===== config.mk =====
export PLATFORM = sky130hd
export DESIGN_NAME = dsram_arbiter
export DESIGN_NICKNAME = d
export VERILOG_FILES = /design/src/rtl/dsram_arbiter.sv
export SDC_FILE = /design/constraint.sdc
export NUM_CORES = 1
export LEC_CHECK = 0
export CAP_MARGIN = 10
export CORE_AREA = 2 2 106 108
export CTS_CLUSTER_SIZE = 28
export DETAILED_ROUTE_END_ITERATION = 8
export DIE_AREA = 0 0 108 110
export HOLD_SLACK_MARGIN = 0.08
export PLACE_DENSITY = 0.68
export RECOVER_POWER = 50
export SYNTH_ARGS = -nofsm -noshare
export SYNTH_HDL_FRONTEND = slang
export SYNTH_SLANG_ARGS = --single-unit

===== constraint.sdc =====
create_clock -name clk -period 1.4 [get_ports clk]
set_input_delay 0.28 -clock clk [delete_from_list [all_inputs] [get_ports clk]]
set_output_delay 0.28 -clock clk [all_outputs]
set_load 0.02 [all_outputs]

===== src/rtl/dsram_arbiter.sv =====
// Data SRAM arbiter: CPU load/store path (default priority) vs. one auxiliary requester.
// Define DSRAM_ARB_STARVE_GUARD_EN to add the bounded-wait starvation guard for the aux port.
module dsram_arbiter #(
    parameter int ADDR_W   = 32,
    parameter int DATA_W   = 32,
    parameter int MAX_WAIT = 4
) (
    input  logic              clk,
    input  logic              rst,
    input  logic              cpu_en,
    input  logic [3:0]        cpu_wen,
    input  logic [ADDR_W-1:0] cpu_addr,
    input  logic [DATA_W-1:0] cpu_wdata,
    output logic              cpu_stallreq,
    input  logic              aux_req,
    input  logic [3:0]        aux_wen,
    input  logic [ADDR_W-1:0] aux_addr,
    input  logic [DATA_W-1:0] aux_wdata,
    output logic              aux_gnt,
    output logic              aux_rvalid,
    output logic [DATA_W-1:0] aux_rdata,
    output logic              data_sram_en,
    output logic [3:0]        data_sram_wen,
    output logic [ADDR_W-1:0] data_sram_addr,
    output logic [DATA_W-1:0] data_sram_wdata,
    input  logic [DATA_W-1:0] data_sram_rdata
);

    logic force_aux;
    logic aux_win;
    logic aux_rd_pend;

`ifdef DSRAM_ARB_STARVE_GUARD_EN
    localparam logic [3:0] WAIT_LIMIT = 4'(MAX_WAIT);

    logic [3:0] wait_cnt;

    assign force_aux = aux_req && (wait_cnt == WAIT_LIMIT);

    // Counts consecutive lost cycles; any grant or a dropped request restarts the count.
    always_ff @(posedge clk or negedge rst) begin
        if (!rst) begin
            wait_cnt <= 4'd0;
        end else if (aux_req && !aux_win) begin
            // NOTE: sequential state is updated with non-blocking assignments only.
            if (wait_cnt != WAIT_LIMIT)
                wait_cnt <= wait_cnt + 4'd1;
        end else begin
            wait_cnt <= 4'd0;
        end
    end
`else
    localparam int unused_max_wait = MAX_WAIT;

    assign force_aux = 1'b0;
`endif

    assign aux_win = aux_req && (!cpu_en || force_aux);

    // Grant and stall are gated by reset so nothing reaches the SRAM or pipeline while held.
    assign aux_gnt = rst && aux_win;

`ifdef DSRAM_ARB_STARVE_GUARD_EN
    assign cpu_stallreq = rst && cpu_en && aux_win;
`else
    assign cpu_stallreq = 1'b0;
`endif

    always_comb begin
        // NOTE: every output is given a default first so no path can infer a latch.
        data_sram_en    = 1'b0;
        data_sram_wen   = 4'b0000;
        data_sram_addr  = cpu_addr;
        data_sram_wdata = cpu_wdata;
        if (aux_win) begin
            data_sram_en    = 1'b1;
            data_sram_wen   = aux_wen;
            data_sram_addr  = aux_addr;
            data_sram_wdata = aux_wdata;
        end else if (cpu_en) begin
            data_sram_en    = 1'b1;
            data_sram_wen   = cpu_wen;
        end
        if (!rst) begin
            data_sram_en  = 1'b0;
            data_sram_wen = 4'b0000;
        end
    end

    // Marks that next cycle's SRAM read data belongs to the aux port, not the CPU.
    always_ff @(posedge clk or negedge rst) begin
        if (!rst)
            aux_rd_pend <= 1'b0;
        else
            aux_rd_pend <= aux_win && (aux_wen == 4'b0000);
    end

    assign aux_rvalid = aux_rd_pend;
    assign aux_rdata  = aux_rd_pend ? data_sram_rdata : '0;

endmodule

==> flow_summary.ini, run 1 <==
[placed_design]
numPortBuffers = 274
hpwl_um = 6840
post_dp_cell_area_um2 = 4200
gp_congestion = 0.760

[status]
violations = setup timing
outcome = complete, but fails checks

[power_and_ir_drop]
internal_power_mw = 1.04
power_density_nw_per_um2 = 339
power_frac_clock_pct = 0
leakagePower_nw = 2.19
comb_power_share_pct = 98.1
swShare_pct = 33.6
p_total_mw = 1.57
ir_drop_mv = 0.194
switchingPower_mw = 0.526
p_seq_share_pct = 1.9

[die]
die_h_um = 110
coreArea_um2 = 10700
dieArea_um2 = 11900
fp.dieW_um = 108
io_pins = 276
start_util_pct = 11.8
row_count = 38

[synthesis]
synth.distinct_cells = 18
syn_area_um2 = 1260
ys_ff_latch = 1
synth.net_count = 301
synthCells = 129
yosys_warnings = 0
syn_area_per_cell_um2 = 9.77
yosysSeqAreaShare_pct = 1.99

[critical_path]
path_cells = buf_6, nand2b_4, buf_12, buf_12, buf_16, buf_6, mux2_4, buf_6
startpoint_type = primary input
end_kind = primary output
path_class = primary input to primary output
crit_slowest_cell = mux2_4
critPathMaxStageDelay_ns = 0.29
crit_cells = 8
crit_family = buffers and inverters
cp_max_fo = 4
required_ns = 1.12
crit_top_cell = buf_6
startpoint = cpu_en
path_buf_inv = 6
arrival_ns = 1.45
crit_end = data_sram_wdata[12]

[route]
postRouteAntennaNets = 0
via_per_inst = 3.86
dr.pass1.iters = 4
drt_wl_total_um = 8420
drc = 0
drt-initial-drc-count = 41
vias = 2202
detail_route.wl_per_cell_um = 14.7

[final_layout]
multi_input_area_um2 = 1230
fill_cells = 1039
seq_area_um2 = 25.0
drive_gt1_share_pct = 49.7
largest_reg_flops = 1
syn_to_final_growth_pct = 266
stdcell_area_um2 = 4620
num_antenna_cells = 0
final_nets = 605

[grt]
track_usage_pct = 12.3
grt_first_pass_wirelength_um = 11700
antenna_found_initial = 0
overflow = 0
grt_max_degree = 34
grt_pass1_vias = 2320

[min_path]
hp-class = primary input to asynchronous set/reset pin

[sta]
worst_hold_slack_ns = 0.374
fin_crit_ns = 1.73
hold_violations = 0
fin_crit_sh_pct = 124
rsz0062_at_grt = yes
slew_viol_final = 0
max_freq_ghz = 0.577
worst_slack_ns = -0.332
finalSetupViolCount = 64

[clocking]
hold_buffers = 0
clk_pin_slew_ns = 0

[job]
maxCapViolations = 0
through the flow:
stage | setup WS, ns | cells | util [%] | setup TNS (ns)
floorplan | 0.0861 | 129 | - | 0
global placement | -0.946 | 544 | 39.2 | -72.55
detailed placement | -0.953 | 544 | 39.2 | -73.18
CTS | -0.373 | 572 | 43.9 | -13.79
global route | -0.366 | 571 | 43.2 | -13.95
finish | -0.332 | 571 | 43.2 | -11.64
synth_stat cells:
| cell | n | area, µm² |
|---|---|---|
| mux2_4 | 27 | 405 |
| nor2_1 | 4 | 15.0 |
| or4_1 | 1 | 7.51 |
| mux2_2 | 37 | 417 |
| nand2b_1 | 1 | 6.26 |
| buf_8 | 1 | 15.0 |
| buf_4 | 4 | 30.0 |
| clkbuf_1 | 3 | 11.3 |
| buf_6 | 1 | 11.3 |
| conb_1 | 1 | 3.75 |
| nand3_1 | 4 | 20.0 |
| nand2b_4 | 1 | 13.8 |
| o21ai_0 | 4 | 20.0 |
| buf_12 | 2 | 40.0 |
| nand2_1 | 4 | 15.0 |
| inv_1 | 1 | 3.75 |
| dfrtp_1 | 1 | 25.0 |
| and2_1 | 32 | 200 |
final cells by class:
class                      count  share of cell area [%]
inverter                       1                  0.0813
sequential                     1                   0.542
multi-input combinational    116                    26.6
tap                          140                    3.79
timing repair buffer         313                    69.0
cells in the final DEF (no fill, tap or decap):
cell / netlist / layout
clkdlybuf4s50_1: 0 / 163
buf_6: 1 / 76
mux2_4: 27 / 47
and2_1: 32 / 32
mux2_2: 37 / 17
buf_2: 0 / 16
buf_4: 4 / 14
clkbuf_2: 0 / 13
clkdlybuf4s15_2: 0 / 10
buf_12: 2 / 6
nand2_1: 4 / 4
nand3_1: 4 / 4
o21ai_2: 0 / 4
dlygate4sd2_1: 0 / 4
buf_8: 1 / 4
nor2_1: 4 / 3
buf_16: 0 / 3
nand2b_4: 1 / 2
dlymetal6s2s_1: 0 / 2
or4_1: 1 / 1
inv_1: 1 / 1
nor2_4: 0 / 1
conb_1: 1 / 1
dfrtp_1: 1 / 1
clkbuf_1: 3 / 1
clkbuf_4: 0 / 1
worst min-delay path by stage:
stage,to,cells past startpoint,slack [ns]
after floorplan,aux_rvalid$_DFF_PN0_,0,-0.02
after global placement,aux_rvalid$_DFF_PN0_,2,0.65
after detailed placement,aux_rvalid$_DFF_PN0_,2,0.66
after CTS,aux_rvalid$_DFF_PN0_,2,0.43
after global routing,aux_rvalid$_DFF_PN0_,2,0.40
final,aux_rvalid$_DFF_PN0_,2,0.37
power by group through the flow:
stage	logic, mW	registers (mW)	clock network, mW
after global routing	1.61	0.0298	0
after global placement	1.33	0.0299	0
after CTS	1.52	0.0299	0
final	1.54	0.0298	0
after floorplan	0.504	0.0304	0
after detailed placement	1.34	0.0299	0
kinds of logic (layout without fill, tap and decap cells):
kind of cell | count (synthesis) | in the layout | share of synthesized area (%)
and+or+nand+nor | 47 | 47 | 22.0
DFF | 1 | 1 | 1.99
buffers and inverters | 12 | 314 | 8.84
muxes | 64 | 64 | 65.2
other | 1 | 1 | 0.298
AOI/OAI and AO/OA | 4 | 4 | 1.59
layer usage:
layer	track usage, %	part of all wire [%]	vias up
met4	1.01	0.75	0
met2	24.3	53	161
met5	0	0	-
met1	13.3	33	978
met3	3.88	13	6
li1	-	-	1057
timing repair:
| item | 4_1_cts | 5_1_grt |
|---|---|---|
| resized for setup | 532 | 71 |
| buffers inserted | 24 | 2 |
| pin swaps | 4 | 1 |
| endpoints found under the setup margin | 104 | 94 |
| gates cloned | 5 | 0 |
(Power assumes the default switching activity.)
==> inputs of run 2 (changes only) <==
ABC_CLOCK_PERIOD_IN_PS = 1400   (was not set)
==> results of run 2 <==
Same layout as run 1: the final DEF is identical, and so are final timing and power.
